===== src/rtl/preg_wb_arbiter.sv =====
// preg_wb_arbiter: writeback arbiter for the banked physical register file.
// Routes up to NREQ functional-unit results to WNUM register-file write
// ports. The bank is selected by the low address bits. Each bank has its own
// round-robin arbiter, and the winner of each bank goes through one register
// stage to the write port.
//
// Optional feature macro: PREG_WB_ARB_STATS_EN adds the conflict_cnt
// stall counter and its port.
//
// Ports:
//   clk           clock, all state on rising edge
//   reset         asynchronous active-high reset
//   req_valid     per-requester result valid
//   req_addr      per-requester destination physical register
//   req_data      per-requester result value
//   req_ready     per-requester accept (combinational)
//   wvalid        per-bank write enable (registered)
//   wa            per-bank full write address (registered, held when idle)
//   wdata         per-bank write data (registered, held when idle)
//   conflict_cnt  saturating count of stalled request-cycles (stats build only)
module preg_wb_arbiter #(
    parameter type         T    = logic [63:0],
    parameter int unsigned NREQ = 6,
    parameter int unsigned WNUM = 4,
    parameter int unsigned QLEN = 64
) (
    input  logic                                       clk,
    input  logic                                       reset,
    input  logic [NREQ-1:0]                            req_valid,
    input  logic [NREQ-1:0][$clog2(QLEN)-1:0]          req_addr,
    input  logic [NREQ-1:0][$bits(T)-1:0]              req_data,
    output logic [NREQ-1:0]                            req_ready,
    output logic [WNUM-1:0]                            wvalid,
    output logic [WNUM-1:0][$clog2(QLEN)-1:0]          wa,
    output logic [WNUM-1:0][$bits(T)-1:0]              wdata
`ifdef PREG_WB_ARB_STATS_EN
    ,
    output logic [31:0]                                conflict_cnt
`endif
);

    localparam int unsigned AW = $clog2(QLEN);
    localparam int unsigned DW = $bits(T);
    localparam int unsigned BW = $clog2(WNUM);
    localparam int unsigned PW = $clog2(NREQ);

    logic [WNUM-1:0][PW-1:0]   ptr_q;
    logic [WNUM-1:0][PW-1:0]   gnt_idx;
    logic [WNUM-1:0]           gnt_any;
    logic [WNUM-1:0][NREQ-1:0] cand;

    // (base + k) mod NREQ without a divider; base < NREQ and k < NREQ
    function automatic logic [PW-1:0] rr_idx(input logic [PW-1:0] base,
                                             input int unsigned   k);
        logic [PW:0] s;
        s = {1'b0, base} + (PW+1)'(k);
        if (s >= (PW+1)'(NREQ)) begin
            s = s - (PW+1)'(NREQ);
        end
        return s[PW-1:0];
    endfunction

    // Per-bank candidate sets, round-robin pick and ready fan-back
    always_comb begin
        cand      = '0;
        gnt_idx   = '0;
        gnt_any   = '0;
        req_ready = '0;
        for (int unsigned i = 0; i < WNUM; i++) begin
            for (int unsigned r = 0; r < NREQ; r++) begin
                cand[i][r] = req_valid[r] && !reset &&
                             (req_addr[r][BW-1:0] == BW'(i));
            end
        end
        for (int unsigned i = 0; i < WNUM; i++) begin
            for (int unsigned k = 0; k < NREQ; k++) begin
                if (!gnt_any[i] && cand[i][rr_idx(ptr_q[i], k)]) begin
                    gnt_any[i] = 1'b1;
                    gnt_idx[i] = rr_idx(ptr_q[i], k);
                end
            end
        end
        // each requester belongs to exactly one bank, so no double set
        for (int unsigned i = 0; i < WNUM; i++) begin
            if (gnt_any[i]) begin
                req_ready[gnt_idx[i]] = 1'b1;
            end
        end
    end

    // Pointer update and write-port register stage
    always_ff @(posedge clk or posedge reset) begin
        if (reset) begin
            ptr_q  <= '0;
            wvalid <= '0;
            wa     <= '0;
            wdata  <= '0;
        end else begin
            for (int unsigned i = 0; i < WNUM; i++) begin
                wvalid[i] <= gnt_any[i];
                if (gnt_any[i]) begin
                    ptr_q[i] <= (gnt_idx[i] == PW'(NREQ - 1)) ? '0
                                                              : gnt_idx[i] + PW'(1);
                    wa[i]    <= req_addr[gnt_idx[i]];
                    wdata[i] <= req_data[gnt_idx[i]];
                end
            end
        end
    end

`ifdef PREG_WB_ARB_STATS_EN
    localparam int unsigned CW = $clog2(NREQ + 1);

    logic [CW-1:0] stall_num;
    logic [32:0]   cnt_sum;

    // Number of requesters left waiting this cycle
    always_comb begin
        stall_num = '0;
        for (int unsigned r = 0; r < NREQ; r++) begin
            stall_num = stall_num + CW'(req_valid[r] && !req_ready[r]);
        end
        cnt_sum = {1'b0, conflict_cnt} + 33'(stall_num);
    end

    // Saturating accumulation
    always_ff @(posedge clk or posedge reset) begin
        if (reset) begin
            conflict_cnt <= '0;
        end else begin
            conflict_cnt <= cnt_sum[32] ? 32'hFFFF_FFFF : cnt_sum[31:0];
        end
    end
`endif

endmodule


===== config.mk =====
export PLATFORM = sky130hd
export DESIGN_NAME = preg_wb_arbiter
export DESIGN_NICKNAME = d
export VERILOG_FILES = /design/src/rtl/preg_wb_arbiter.sv
export SDC_FILE = /design/constraint.sdc
export NUM_CORES = 2
export LEC_CHECK = 0
export ABC_AREA = 1
export ABC_CLOCK_PERIOD_IN_PS = 10000
export BUFFER_PORTS_ARGS = -buffer_cell sky130_fd_sc_hd__buf_4
export CAP_MARGIN = 20
export CORE_AREA = 5 5 278 280
export CTS_BUF_LIST = sky130_fd_sc_hd__clkbuf_4 sky130_fd_sc_hd__clkbuf_8
export CTS_CLUSTER_SIZE = 12
export DETAILED_ROUTE_END_ITERATION = 8
export DIE_AREA = 0 0 283 285
export PLACE_DENSITY_LB_ADDON = 0.25
export SYNTH_ARGS = -nofsm -noshare
export SYNTH_HDL_FRONTEND = slang
export SYNTH_SLANG_ARGS = --single-unit

===== constraint.sdc =====
create_clock -name clk -period 10 [get_ports clk]
set_input_delay 0.5 -clock clk [delete_from_list [all_inputs] [get_ports clk]]
set_output_delay 0.5 -clock clk [all_outputs]
set_load 0.02 [all_outputs]

== Word level (Yosys, flattened, before mapping) ==
Index checks and enable logic that the tools add are counted.
Word-level totals
  bits in registers: 296
  bits of input ports: 428
  output and inout port bits: 290
  word-level logic and storage cells: 375
Cells by class
  $add $sub $neg: 48
  order comparisons: 56
  equal/unequal tests: 22
  muxes and demuxes: 152
  bitwise operators: 3
  reduce and logical (&&, ||, !) cells: 81
Operator list (number)
  $bmux 64 s3: 4
  $mux 64: 4
  $mux 3: 52
  $lt 3x4->1 const B: 28
  $ge 4x3->1 const B: 20
  $bmux 1 s3: 24
  $bmux 6 s3: 4
  $sub 3x3->3 const B: 24
  $logic_and 1x1->1: 54
  $mux 1: 52
  $mux 6: 8
  $add 3x2->4 const B: 8
  $add 3x3->4 const B: 8
  $eq 2x2->1 const B: 12
  $logic_not 1->1: 21
  $or 6x6->6: 3
  $add 3x1->4 const B: 4
  $add 3x1->3 const B: 4
  $demux 1 s3: 4
  $eq 2x1->1 const B: 6
  $eq 3x3->1 const B: 4
  $ge 3x1->1 const B: 4
  $ge 3x3->1 const B: 4
  $logic_not 2->1: 6

== Logic depth before layout (Yosys ltp) ==
  depth in word-level cells: 32
  gate-level depth with buffers: 28
  gate-level depth less buffers: 24

== Worst setup path before layout ==
No wires, ideal clock.
  path kind: input to output
  from: in reset
  to: out req_ready[1]
  data arrival time: 6.231 ns
  setup slack: 3.269 ns
  stages on the path: 18
  buffers on the path: 1
  path through: inv_2 nand2_1 nor3_1 nand2_1 nand2_1 nand2_1 nand2_1 nand3_1 inv_1 nand3_1 inv_1 nand2_1 nand2_1 nand3_1 nor2_1 clkbuf_1 nand3_1 nand4_1
Between the ends
  word-level cells in the longest chain between the ends: 32
  elaborated cells on any way between the ends: 194
  classes of those cells: order compare (8); mux (108); bitwise (3); reduce/logical (75)
Ends and longest elaborated chain
  start, declared: RTL line 28  | input logic reset,
  $logic_not 1->1 (no line) *
  $logic_and 1x1->1 (2 in series): RTL line 71  | cand[i][r] = req_valid[r] && !reset &&
  $bmux 1 s3: RTL line 77  | if (!gnt_any[i] && cand[i][rr_idx(ptr_q[i], k)]) begin
  $mux 1 (implied by the code): RTL line 77
  $mux 1: RTL line 77
  $logic_not 1->1: RTL line 77
  $logic_and 1x1->1: RTL line 77
  $mux 1: RTL line 77
  (+15 left out)
  $demux 1 s3: RTL line 86  | req_ready[gnt_idx[i]] = 1'b1;
  $mux 6: RTL line 85  | if (gnt_any[i]) begin
  $or 6x6->6 (no line)
  $mux 6: RTL line 85
  $or 6x6->6 (no line)
  $mux 6: RTL line 85
  $or 6x6->6 (no line)
  $mux 6 *: RTL line 85
  end, declared: RTL line 32  | output logic [NREQ-1:0] req_ready,
Mark *: on every way between the ends. The rest lies on a longest branch, timed or not. The select of a mux whose other input is x is not followed.

== Worst setup path in the final report ==
  from: reg ptr_q[9] in the netlist's numbering
  to: out req_ready[2]
Between the ends
  word-level cells in the longest chain between the ends: 26
  elaborated cells on any way between the ends: 64
  classes of those cells: add/sub (11); order compare (8); mux (33); bitwise (1); reduce/logical (11)
Ends and longest elaborated chain
  start, declared: RTL line 47  | logic [WNUM-1:0][PW-1:0] ptr_q;
  start signal, assigned by index: RTL line 102  | ptr_q[i] <= (gnt_idx[i] == PW'(NREQ - 1)) ? '0
  branches (longest 25 deep; another with $add 3x1->4)
  $mux 6 *: RTL line 85
Every way passes the cells marked *. The select of a mux whose other input is x is not followed.

==> implementation parameters <==
Parameter                              Value

Status
  Outcome    completed

STA
  Actual slew at the worst max-slew pin    1230 ps
  Setup violations, final    0
  Tcrit/Tclk final    0.690
  FMAX    145 MHz
  Number of pins exceeding their max-slew limit in the final report    0
  Worst slew slack as a fraction of its limit    0.181
  Post-route clock skew    46.6 ps
  Final setup TNS    0 ps
  RSZ-0062 raised after global routing    false
  Post-route minimum period    6900 ps
  Hold Violations, Final    0

Global routing
  Total routing resource utilization after global routing    0.388
  Maximum number of pins on one net before global-route repair    175
  Number of global-route vias before repair    38200
  First-pass GRT wire length    244 mm
  Antenna violations before repair    26
  Remaining Overflow, GRT    0

Clock network
  Htree depth    2
  Clock latency reported for the late side of the worst-skew pair    730 ps
  Max Root-Sink Buffers    3
  Clock transition at path regs    60 ps
  Root Buffer Master    sky130_fd_sc_hd__clkbuf_8
  Num CTS Buffers    60
  Clock tree from TritonCTS    built
  Post-CTS repair timing setup buffer count    0
  Clock tree sinks    296

Floorplan
  DIE HEIGHT    285 um
  Initial Util    0.416
  Row count    100
  Full die area    80700 um2
  Die extent in x    283 um
  Number of ports placed on the die boundary    718
  Core Box Area    74200 um2

Cells and area
  Synth-to-Final Area Change    22.3%
  Nets    6640
  Fraction of final layout cells with drive strength greater than 1    0.152
  Filler-free cell count of the finished design    7218

Critical path
  Cell-by-cell trace of the critical path    inv_1, ha_1, inv_2, nand2_1, inv_1, o21ai_1, xor2_1, o21ai_0, nand2_1, nand2_1, nand3_1, nor2_1, nor2_4, buf_4, clkinv_2, buf_4, nand2_1, nand4_1, buf_4
  Critical-path cell with the highest stage delay    sky130_fd_sc_hd__clkinv_2
  FF-to-FF Start    ptr_q[0]
  Nature of the critical path endpoint    output port
  Maximum cell stage delay along the critical path    890 ps
  Category of the worst setup path launch point    register
  Critical-path maximum fanout    36
  Setup slack of the most critical reg-to-reg path    3660 ps
  Length in cells of the worst reg-to-reg path    21
  Setup CP Type    register to output port
  Most repeated library cell on the critical path    sky130_fd_sc_hd__nand2_1
  Crit path required time    9500 ps
  Endpoint of the worst register-to-register path    wdata[42]
  Arrival time worst endpoint    6400 ps

Min path
  Worst min-delay path class    primary input to register
  Min-delay src    req_data[303]
  Worst hold path cell count    3
  WHS Endpoint    wdata[111]

Routing
  Routed via count divided by cell count    5.78
  Total number of vias    41800
  Number of iterations in the first detailed-routing pass    8
  Number of routed nets with antenna violations    0
  Wirelength per Cell    23.1 um
  DRC violations left    0
  Initial DRC Count    5518
  Final routed wirelength across all metal layers    167 mm

Synthesis
  Top cell type's share of synthesized area    0.310
  Top cells by count, synth    sky130_fd_sc_hd__nand2_1, sky130_fd_sc_hd__nand3_1, sky130_fd_sc_hd__inv_1, sky130_fd_sc_hd__dfrtp_1, sky130_fd_sc_hd__o21ai_0
  Fraction of registers with async set/reset    1.00
  Avg Cell Area, Syn    5.39 um2
  Commonest register cell after synthesis    sky130_fd_sc_hd__dfrtp_1
  Number of synthesized flops with an enable pin    0
  Post-synth design cell area    30900 um2
  Synthesis Warnings    0
  Number of synthesized register bits    296
  Number of distinct standard cells referenced by the synthesized netlist    37
  Instance count of the mapped netlist    5728
  Biggest area consumer among synthesized cells    sky130_fd_sc_hd__nand2_1
  Part of the Yosys area used for sequential elements    0.240
  Synth top area cells    sky130_fd_sc_hd__nand2_1, sky130_fd_sc_hd__dfrtp_1, sky130_fd_sc_hd__nand3_1, sky130_fd_sc_hd__inv_1, sky130_fd_sc_hd__o21ai_0
  Top-count cell post-synth    sky130_fd_sc_hd__nand2_1
  Post-synthesis net count    6186

Placed design
  Post-DP HPWL    107 mm
  Final GP Congestion    0.979
  Number of buffers inserted by port buffering    717
  Number of placed instances, taps included    7087

Job
  Number of max-capacitance violations reported    0
==> worst max-delay path, delay by kind of cell, from the launching register on <==
| kind | cells | cell delay [ps] |
|---|---|---|
| buffers and inverters | 7 | 2800 |
| flip-flops | 1 | 640 |
| XOR/XNOR | 1 | 330 |
| AND/OR/NAND/NOR | 8 | 990 |
| adder cells (fa/ha/maj) | 1 | 500 |
| AO/OA/AOI/OAI | 2 | 300 |
==> cell families (layout without fill, tap and decap cells) <==
logic type	after synthesis	count (layout)	share of synthesized area
buffers and inverters	1053	1546	0.138
DFF	296	296	0.240
and+or+nand+nor	3676	3676	0.488
adders and majority gates	30	30	0.0122
xor gates and xnor gates	8	8	0.00227
AOI/OAI and AO/OA	665	665	0.120
other	0	28	0
==> state kept, by name, summed over array words and instances, names as in the netlist <==
name    flops
wdata     256
wa         24
ptr_q      12
wvalid      4
==> routing by layer <==
metal | track usage | vias to the layer above | wire, um
met3 | 0.104 | 778 | 22500
met1 | 0.485 | 18700 | 60200
met2 | 0.594 | 3309 | 70900
li1 | - | 18900 | -
met5 | 0 | - | 19
met4 | 0.246 | 2 | 12900
==> worst max path at each step <==
stage               startpoint      endpoint  slack (ps)  cells past startpoint
floorplan                reset  req_ready[1]        3270                     18
global placement      ptr_q[0]     wdata[43]        3900                     21
detailed placement    ptr_q[0]     wdata[43]        3770                     21
CTS                   ptr_q[9]  req_ready[4]        3230                     18
global route          ptr_q[3]  req_ready[2]        2910                     16
finish                ptr_q[9]  req_ready[2]        3100                     19
==> metrics by stage <==
stage                     hold slack, ps  utilization  cell area (um2)  setup slack (ps)
after floorplan                      585            -            30900              3270
after global placement               453        0.491            36400              3900
after detailed placement             459        0.491            36400              3770
after CTS                           47.0        0.508            37700              3230
after global routing                75.0        0.509            37800              2910
final                               70.0        0.509            37800              3100
==> repair_timing <==
| item | in CTS | in global routing |
|---|---|---|
| resized for setup | 0 | 0 |
| hold buffers | 1 | 0 |
| hold endpoints to repair | 81 | 0 |
==> cells in the final DEF (no fill, tap or decap), types with 2 or more instances in the layout <==
cell type,count
sky130_fd_sc_hd__a21oi_1,150
sky130_fd_sc_hd__and2_1,2
sky130_fd_sc_hd__buf_4,777
sky130_fd_sc_hd__clkbuf_4,21
sky130_fd_sc_hd__clkbuf_8,76
sky130_fd_sc_hd__clkinv_2,9
sky130_fd_sc_hd__dfrtp_1,296
sky130_fd_sc_hd__diode_2,28
sky130_fd_sc_hd__ha_1,30
sky130_fd_sc_hd__inv_1,645
sky130_fd_sc_hd__inv_2,9
sky130_fd_sc_hd__inv_4,4
sky130_fd_sc_hd__inv_8,2
sky130_fd_sc_hd__nand2_1,2549
sky130_fd_sc_hd__nand2_4,6
sky130_fd_sc_hd__nand3_1,830
sky130_fd_sc_hd__nand3_2,2
sky130_fd_sc_hd__nand3_4,6
sky130_fd_sc_hd__nand3b_1,2
sky130_fd_sc_hd__nand4_1,39
sky130_fd_sc_hd__nand4_4,2
sky130_fd_sc_hd__nor2_1,202
sky130_fd_sc_hd__nor2_2,5
sky130_fd_sc_hd__nor2_4,11
sky130_fd_sc_hd__nor3_1,5
sky130_fd_sc_hd__nor3_4,2
sky130_fd_sc_hd__o211ai_1,144
sky130_fd_sc_hd__o21ai_0,291
sky130_fd_sc_hd__o21ai_1,73
sky130_fd_sc_hd__o21bai_1,2
sky130_fd_sc_hd__or2_0,2
sky130_fd_sc_hd__or2_2,9
sky130_fd_sc_hd__xnor2_1,4
sky130_fd_sc_hd__xor2_1,4
==> cell type report <==
cell class	count	area, um2
clock inverters	4	26.3
repair buffers	780	5890
flip-flops and latches	296	7410
diodes	28	70.1
clock buffers	97	1200
well taps	969	1210
fillers	7964	36400
multi-input cells	4379	19400
inverters	665	2520
Power is left out: the tool's default activity adds up to more than one toggle a clock period on the data nets, which glitch-free logic cannot reach.
